**src/rtl/lsu_avalon.sv**
```systemverilog
// Load/store unit bridging a single-issue core to an Avalon-MM master port.
// One transaction in flight; byte/half/word accesses with lane steering and load extension.
module lsu_avalon (
  input  logic        clk,
  input  logic        rst,
  input  logic        req_valid,
  input  logic        req_we,
  input  logic [1:0]  req_size,
  input  logic        req_unsigned,
  input  logic [31:0] req_addr,
  input  logic [31:0] req_wdata,
  input  logic [4:0]  req_rd,
  output logic        done,
  output logic        err,
  output logic        rf_write,
  output logic [4:0]  rf_wa,
  output logic [31:0] rf_wd,
  output logic [31:0] avm_address,
  output logic        avm_read,
  output logic        avm_write,
  output logic [31:0] avm_writedata,
  output logic [3:0]  avm_byteenable,
  input  logic        avm_waitrequest,
  input  logic [31:0] avm_readdata,
  input  logic        avm_readdatavalid
);

  typedef enum logic [2:0] {IDLE, RD_REQ, WR_REQ, RD_WAIT, RESP} state_t;

  state_t      state, state_d;
  logic [1:0]  addr_lo, addr_lo_d;
  logic [1:0]  size_q, size_d;
  logic        uns_q, uns_d;
  logic [4:0]  rd_q, rd_d;

  logic        done_d, err_d, rf_write_d, avm_read_d, avm_write_d;
  logic [4:0]  rf_wa_d;
  logic [31:0] rf_wd_d, avm_address_d, avm_writedata_d;
  logic [3:0]  avm_byteenable_d;

  logic        misaligned;
  logic [7:0]  lane_b;
  logic [15:0] lane_h;
  logic [31:0] load_val;

  assign misaligned = (req_size == 2'b11) ||
                      (req_size == 2'b01 && req_addr[0]) ||
                      (req_size == 2'b10 && req_addr[1:0] != 2'b00);

  // Lane selection uses the latched low address bits, not the live request.
  assign lane_b = avm_readdata[{addr_lo, 3'b000} +: 8];
  assign lane_h = avm_readdata[{addr_lo[1], 4'b0000} +: 16];

  always_comb begin
    case (size_q)
      2'b00:   load_val = uns_q ? {24'b0, lane_b} : {{24{lane_b[7]}}, lane_b};
      2'b01:   load_val = uns_q ? {16'b0, lane_h} : {{16{lane_h[15]}}, lane_h};
      default: load_val = avm_readdata;
    endcase
  end

  // NOTE: every next-value signal gets a default before the case, so no path
  // leaves one unassigned and no latch is inferred.
  always_comb begin
    state_d          = state;
    addr_lo_d        = addr_lo;
    size_d           = size_q;
    uns_d            = uns_q;
    rd_d             = rd_q;
    done_d           = 1'b0;
    err_d            = 1'b0;
    rf_write_d       = 1'b0;
    rf_wa_d          = rf_wa;
    rf_wd_d          = rf_wd;
    avm_read_d       = avm_read;
    avm_write_d      = avm_write;
    avm_address_d    = avm_address;
    avm_writedata_d  = avm_writedata;
    avm_byteenable_d = avm_byteenable;

    case (state)
      IDLE: begin
        if (req_valid) begin
          if (misaligned) begin
            err_d = 1'b1;
          end else begin
            addr_lo_d     = req_addr[1:0];
            size_d        = req_size;
            uns_d         = req_unsigned;
            rd_d          = req_rd;
            avm_address_d = {req_addr[31:2], 2'b00};
            case (req_size)
              2'b00: begin
                avm_byteenable_d = 4'b0001 << req_addr[1:0];
                avm_writedata_d  = {4{req_wdata[7:0]}};
              end
              2'b01: begin
                avm_byteenable_d = 4'b0011 << req_addr[1:0];
                avm_writedata_d  = {2{req_wdata[15:0]}};
              end
              default: begin
                avm_byteenable_d = 4'b1111;
                avm_writedata_d  = req_wdata;
              end
            endcase
            if (req_we) begin
              avm_write_d = 1'b1;
              state_d     = WR_REQ;
            end else begin
              avm_read_d = 1'b1;
              state_d    = RD_REQ;
            end
          end
        end
      end
      WR_REQ: begin
        if (!avm_waitrequest) begin
          avm_write_d = 1'b0;
          done_d      = 1'b1;
          state_d     = RESP;
        end
      end
      RD_REQ: begin
        if (!avm_waitrequest) begin
          avm_read_d = 1'b0;
          state_d    = RD_WAIT;
        end
      end
      RD_WAIT: begin
        if (avm_readdatavalid) begin
          rf_wd_d    = load_val;
          rf_wa_d    = rd_q;
          rf_write_d = (rd_q != 5'd0);
          done_d     = 1'b1;
          state_d    = RESP;
        end
      end
      RESP:    state_d = IDLE;
      default: state_d = IDLE;
    endcase
  end

  // NOTE: state registers use non-blocking assignments so all flops update
  // together from values sampled before the edge.
  always_ff @(posedge clk) begin
    if (rst) begin
      state          <= IDLE;
      addr_lo        <= 2'b00;
      size_q         <= 2'b00;
      uns_q          <= 1'b0;
      rd_q           <= 5'd0;
      done           <= 1'b0;
      err            <= 1'b0;
      rf_write       <= 1'b0;
      rf_wa          <= 5'd0;
      rf_wd          <= 32'd0;
      avm_read       <= 1'b0;
      avm_write      <= 1'b0;
      avm_address    <= 32'd0;
      avm_writedata  <= 32'd0;
      avm_byteenable <= 4'b0000;
    end else begin
      state          <= state_d;
      addr_lo        <= addr_lo_d;
      size_q         <= size_d;
      uns_q          <= uns_d;
      rd_q           <= rd_d;
      done           <= done_d;
      err            <= err_d;
      rf_write       <= rf_write_d;
      rf_wa          <= rf_wa_d;
      rf_wd          <= rf_wd_d;
      avm_read       <= avm_read_d;
      avm_write      <= avm_write_d;
      avm_address    <= avm_address_d;
      avm_writedata  <= avm_writedata_d;
      avm_byteenable <= avm_byteenable_d;
    end
  end

endmodule

```
**config.mk**
```make
export PLATFORM = sky130hd
export DESIGN_NAME = lsu_avalon
export DESIGN_NICKNAME = d
export VERILOG_FILES = /design/src/rtl/lsu_avalon.sv
export SDC_FILE = /design/constraint.sdc
export NUM_CORES = 1
export LEC_CHECK = 0
export CAP_MARGIN = 5
export CORE_ASPECT_RATIO = 1.1
export CORE_MARGIN = 4
export CORE_UTILIZATION = 41
export CTS_CLUSTER_SIZE = 24
export DETAILED_ROUTE_END_ITERATION = 16
export DONT_BUFFER_PORTS = 1
export SETUP_SLACK_MARGIN = 0.3
export SKIP_LAST_GASP = 1
export SLEW_MARGIN = 0
export SYNTH_ARGS = -nofsm -noshare
export SYNTH_HDL_FRONTEND = slang
export SYNTH_SLANG_ARGS = --single-unit
```
**constraint.sdc**
```tcl
create_clock -name clk -period 2.15 [get_ports clk]
set_input_delay 0.3225 -clock clk [delete_from_list [all_inputs] [get_ports clk]]
set_output_delay 0.3225 -clock clk [all_outputs]
set_load 0.005 [all_outputs]
```
==> results of run 1 <==
## layer usage
metal,wire length [um],vias to the layer above,global-route usage
met2,7460,213,0.341
li1,-,2146,-
met4,414,0,0.0912
met1,5400,2113,0.225
met5,0,-,0
met3,1890,28,0.101
## cells by family (layout without fill, tap and decap cells)
logic type / count (synthesis) / count (layout) / share of synthesized area
DFF: 121 / 121 / 0.472
other: 1 / 2 / 0.000730
muxes: 25 / 25 / 0.0504
buffers and inverters: 60 / 55 / 0.0548
AOI/OAI and AO/OA: 171 / 171 / 0.216
and+or+nand+nor: 249 / 249 / 0.207
## critical path: stages (launching register included)
cell	delay, ps
dfxtp_2	370
nor3b_1	220
a21oi_1	110
a2111oi_1	430
dlygate4sd3_1	630
## layout make-up
cell class                 instances  area (um2)  area share
multi-input combinational        447        2460       0.414
sequential                       121        2430       0.408
clock buffer                      20         447      0.0752
timing repair buffer              18         221      0.0373
tap                              154         193      0.0324
clock inverter                    12         174      0.0293
inverter                           5        18.8     0.00316
## power by group through the flow
stage,clock (mW),combinational (mW),sequential (mW)
finish,2.97,0.453,2.44
global route,3.13,0.512,2.45
CTS,3.02,0.430,2.44
detailed placement,0,0.407,2.49
global placement,0,0.392,2.49
floorplan,0,0.393,2.45
## per-stage QoR
step	setup slack [ps]	util	hold WS [ps]	instances
2_1_floorplan	424	-	436	628
3_3_place_gp	352	0.427	403	738
5_1_grt	176	0.490	-35.8	777
3_5_place_dp	280	0.427	404	738
4_1_cts	306	0.484	-37.4	774
6_report	338	0.490	-17.1	777
## sequential cells by signal (all words and copies together), names as in the netlist, 2 cells and up
signal / count
addr_lo: 2
rd_q: 5
rf_wa: 5
rf_wd: 32
state: 3
avm_byteenable: 4
size_q: 2
avm_address: 30
avm_writedata: 32
## what timing repair did
item / in CTS / in global routing
endpoints found under the hold margin: 120 / 114
endpoints found under the setup margin: 4 / 67
pin swaps: 0 / 1
setup buffers: 0 / 2
gates cloned: 1 / 1
gates resized for setup: 0 / 11
## final timing paths
| path | start | to | slack (ps) | depth (start not counted) |
|---|---|---|---|---|
| setup / recovery | state[1] | state[0] | 340 | 4 |
| setup reg to reg | state[1] | state[0] | 340 | 4 |
| hold / removal | rst | state[2] | -20 | 1 |
| hold reg to reg | uns_q | uns_q | 460 | 2 |
## cells in the final DEF (no fill, tap or decap), types with 3 or more instances in the layout
cell | synthesis | layout
nand2_1 | 157 | 156
dfxtp_1 | 121 | 117
a21oi_1 | 73 | 73
nor2_1 | 50 | 50
a211oi_1 | 33 | 32
mux2i_1 | 18 | 18
clkbuf_16 | 0 | 18
o21ai_0 | 16 | 16
a311oi_1 | 16 | 16
nor3_1 | 11 | 11
buf_4 | 11 | 9
nand3b_1 | 8 | 8
a221oi_1 | 8 | 8
o211ai_1 | 8 | 8
mux2_2 | 7 | 7
a22o_1 | 7 | 7
nor2b_1 | 8 | 7
inv_1 | 5 | 5
nand2b_1 | 5 | 5
dfxtp_2 | 0 | 4
bufinv_16 | 0 | 4
clkinvlp_4 | 0 | 4
clkinv_2 | 0 | 3
dlygate4sd3_1 | 0 | 3
buf_12 | 0 | 3
==> out/results.txt, run 1 <==
The run finished, with violations left. The checks that failed: negative hold slack. For this block, the routed nets add up to 15,200 um of wire. The async set or reset register ratio after synthesis works out to 0.

Dividing total power by cell area gives a power density of 986 nW/um2. The fmax was 0.552 GHz. The pin count of the biggest net entering global routing came out at 122. The run gives 5130 um2 as the post-synth design cell area. The most common cell in the synthesized netlist is nand2_1. The final design area excluding fillers came out at 5940 um2.

After detailed placement, the total cell area comes to 5190 um2. STA puts the critical path data arrival time at 2160 ps. The number of sinks driven by the clock tree is 121, and the post-synthesis to final-layout area growth is 15.7%. During placement, the flow inserted port buffers numbering 0. By count the netlist is led by nand2_1, dfxtp_1, a21oi_1, nor2_1, clkbuf_1.

The floorplan step defined a die boundary enclosing 14,400 um2. Data on the critical path is required at its endpoint by 2490 ps. The post-synthesis area per instance works out to 8.19 um2. The run gives 0.596 as the max-slew headroom at the worst pin. Detailed placement ended at an HPWL of 10,300 um. The switching power total was 1.34 mW; the height of the chip was 125 um. Number of register bits inferred by synthesis: 121. The total overflow reported by the global router is 0, and the maximum level of the CTS H-tree is 4. After technology mapping, the gate count stands at 627.

The tools report the total setup violations reported at the end of the flow as 0. The analysis attributes to cell leakage a power of 2.01 nW. Horizontal extent of the die: 115 um.

The logs give 720 for the final net count and 4,555 for the via count of the first global-routing pass. The first global-routing pass estimated 23,900 um of wire. Power comes to 5.86 mW. The area fraction of the dominant cell type after synthesis came out at 0.472. For this run, the leading register cell type out of synthesis is dfxtp_1. The share of post-route cells with drive strength above 1 is 0.108. The number of antenna violations at the first check in global routing is 0, and the insertion delay of the later-clocked pin in the worst-skew pair is 410 ps.

For the share of power burned in the clock network, the log shows 0.506. The total of fill cells in the finished design came out at 1,189. The effective utilization at floorplan is 0.423, and the overall routing resource usage is 0.207. The tool flagged a number of max-cap violations equal to 0. The total internal power came out at 4.52 mW. The tools report the I/O pin count as 220. The weighted congestion reported at the end of routability-driven placement was 0.853; the total number of vias was 4,500. The routed length per instance is 19.5 um, and the post-CTS clock slew at the launch and capture registers of the worst setup and hold paths is 50 ps. The final period utilization is 0.843, and the total iterations of the first detailed-routing run is 5. The transition time at the pin with the least slew margin came out at 604 ps. By area the synthesized netlist is led by dfxtp_1, nand2_1, a21oi_1.

The net switching share of the total power was 0.229. The worst setup path is of the reg -> reg kind. TritonCTS built the clock tree.

No sink is reached through more buffers than the 2 on the longest clock path. The total of warnings raised by yosys was 0; the total count of hold-check failures in the final report was 3. The hold slack came out at -17.1 ps.

Setup total negative slack on the finished layout was measured at 0 ps. Largest vdd supply drop: 0.607 mV. The tools report the fraction of the yosys area taken by sequential cells as 0.472. The largest area contributor in the netlist is dfxtp_1. For this block, the initial DRC count from the detailed router was 253.

The CTS root buffer is clkbuf_16. The sort of element at the end of the critical path was a register. STA classifies the critical path startpoint as a register. The synthesized design contains 0 enable-type register cells. The initialized floorplan defines 42 standard-cell rows.

Setup repair after global routing could not meet its margin everywhere. The diode insertion count for antenna repair is 0, and the residual DRC count is 0. The path class of the tightest hold or removal check is in -> reg. Dividing the detail-routed via count by the number of cells gives 5.79. The number of hold buffers added after cts is 3, and the count of antenna-violating nets left after detailed routing is 0.

For the clock tree skew after final layout, the log shows 6.24 ps. Synthesis instantiated 39 different standard cells from the library. For the max-slew violation count, the log shows 0.

The share of total power in combinational logic was 0.077; the area of the placeable core was 12,100 um2. Counting the buffers created by CTS gives 17. The clock period minus final worst setup slack was 1810 ps; the highest fanout seen on the critical path was 10. Power share of the sequential group: 0.417.
(Power assumes the default switching activity.)
==> run 2, diff against run 1 <==
Clock period 2.15 ns to 1.6 ns, I/O delays scaled along.
==> out/results.txt, run 2 (synthesis gave the netlist of run 1 again) <==
The flow ran to the end, but the final reports show violations. Violations in the final reports: negative hold slack, negative setup slack (was negative hold slack). The hold slack came out at -100 ps (was -17.1 ps).

The sort of element at the end of the critical path is a register (unchanged). The run gives 4,789 (was 4,555) as the via count of the first global-routing pass. The average via count per standard cell works out to 5.89 (was 5.79). The run gives 5490 um2 (was 5190 um2) as the cell area after placement. Largest delay contributor family on the critical path: simple AND/OR/NAND/NOR gates (was buffers and inverters).

The CTS root buffer was clkbuf_16 (unchanged). The total length of routed wires is 18,100 um (was 15,200 um), and the height of the chip is 125 um (unchanged). The final design area excluding fillers was 7230 um2 (was 5940 um2).

The power density of the placed cells is 1130 nW/um2 (was 986 nW/um2), and the total setup violations reported at the end of the flow is 81 (was 0). The post-route worst setup slack was -128 ps (was 338 ps); the highest fanout seen on the critical path was 12 (was 10). The number of maximum-capacitance constraint violations was 0 (unchanged); the post-synthesis to final-layout area growth was 40.7% (was 15.7%).

Stage delay of the slowest cell on the critical path: 560 ps (was 630 ps). The residual DRC count came out at 0 (unchanged). The horizontal extent of the die works out to 115 um (unchanged). The class of the tightest hold or removal check is in -> reg (unchanged).

The leakage dissipation is 2.61 nW (was 2.01 nW), and the insertion delay of the later-clocked pin in the worst-skew pair is 410 ps (about the same). The tools report the overall routing resource usage as 0.228 (was 0.207). The diode insertion count for antenna repair is 0 (unchanged), and the total iterations of the first detailed-routing run is 4 (was 5).

Routed length per instance: 21.9 um (was 19.5 um). The most common library cell in the layout ignoring fill and taps was nand2_1 (unchanged). The run gives 1890 ps (was 2490 ps) as the data required time at the worst endpoint. The max-slew violation count was 0 (unchanged).

Setup repair after global routing could not meet its margin everywhere. Cell Chain, Critical Path: or4b_4, buf_4, a21o_4, clkbuf_16, nand2_1, a21oi_1 (was nor3b_1, a21oi_1, a2111oi_1, dlygate4sd3_1). The number of antenna violations at the first check in global routing came out at 0 (unchanged). The post-route non-filler standard cell count was 827 (was 777); the count of buffers inserted at the top-level ports was 0 (unchanged). TritonCTS buffer count: 17 (unchanged). The cell at the slowest stage of the critical path is or4b_4 (was dlygate4sd3_1). The final net count is 771 (was 720). The final period utilization is 1.08 (was 0.843). The total power was 8.17 mW (was 5.86 mW); the fmax was 0.579 GHz (was 0.552 GHz). For the maximum buffer depth of the clock tree, the log shows 2 (unchanged). Share of post-route cells with drive strength above 1: 0.293 (was 0.108). The logs give 220 (unchanged) for the I/O pin count and 14,400 um2 (unchanged) for the full die area. The tools report the total number of vias as 4,875 (was 4,500).

The run gives 0.423 (unchanged) as the effective utilization at floorplan. The logs give 1 (was 3) for the number of hold buffers added after cts and 0 (unchanged) for the count of antenna-violating nets left after detailed routing. Highest-count cells in the layout ignoring fill and taps: nand2_1, dfxtp_1, a21oi_1 (unchanged). The run gives 0.845 mV (was 0.607 mV) as the largest vdd supply drop.

The half-perimeter wire length of the detailed placement result came out at 10,700 um (was 10,300 um). The total overflow reported by the global router came out at 0 (unchanged). For the pre-CTS setup slack, the log shows -151 ps (was 280 ps). The arrival time of data at the critical path endpoint is 2020 ps (was 2160 ps), and the number of buffers and inverters on the critical path is 2 (was 1). Biggest regs: avm_writedata (32), rf_wd (32), avm_address (30) (unchanged). The clock period minus final worst setup slack came out at 1730 ps (was 1810 ps). The number of sinks driven by the clock tree is 121 (unchanged).

The maximum level of the CTS H-tree is 4 (unchanged). The run gives 25,900 um (was 23,900 um) as the global-route wire length before repair. The tools report the critical path startpoint category as a register (unchanged). The category of the most critical setup path was reg -> reg (unchanged).

Pin count of the biggest net entering global routing: 122 (unchanged). The clock tree skew after final layout came out at 10.1 ps (was 6.24 ps). The run gives 12,100 um2 (unchanged) as the area of the placeable core.

TritonCTS built the clock tree. The post-CTS clock slew at the launch and capture registers of the worst setup and hold paths works out to 60 ps (was 50 ps). The logs give 0.595 (was 0.490) for the utilization after layout and 120 (was 3) for the total count of hold-check failures in the final report. The tools report the weighted congestion reported at the end of routability-driven placement as 0.839 (was 0.853). The detailed router's first-iteration violation count is 306 (was 253).

The final-layout setup total negative slack was -7480 ps (was 0 ps); the placed instance count was 752 (was 738). Number of core rows: 42 (unchanged).
## run 2: timing repair
action / in CTS / in global routing
gates resized for setup: 49 / 65
cloned: 9 / 8
buffers inserted: 14 / 12
endpoints found under the setup margin: 111 / 120
pin swaps: 16 / 39
hold endpoints to repair: 121 / 121
## run 2: worst paths after layout
path / from / to / depth (start not counted) / slack (ps)
worst max register to register: state[2] / avm_writedata[24] / 6 / -130
worst min-delay path: rst / state[2] / 1 / -100
worst max-delay path: state[2] / avm_writedata[24] / 6 / -130
worst min register to register: uns_q / uns_q / 2 / 450
## run 2: where the power goes
part | total (mW) | switching, mW | internal, mW | leakage (nW)
Sequential | 3.28 | 0.122 | 3.16 | 0.987
Combinational | 0.925 | 0.448 | 0.477 | 1.31
Clock | 3.96 | 1.33 | 2.63 | 0.308
Total | 8.17 | 1.91 | 6.26 | 2.61
## run 2: area by class of cell
class | count | area [um2]
fill | 1013 | 4910
inverter | 5 | 18.8
clock inverter | 5 | 78.8
clock buffer | 26 | 541
sequential | 121 | 2430
multi-input combinational | 447 | 2940
timing repair buffer | 69 | 1020
tap | 154 | 193
## run 2: metal layers
layer  track usage  vias up  share of wire
met2         0.375      235           0.50
li1              -     2262              -
met3         0.121       50           0.12
met4         0.111        0          0.036
met1         0.236     2328           0.35
met5             0        -              0
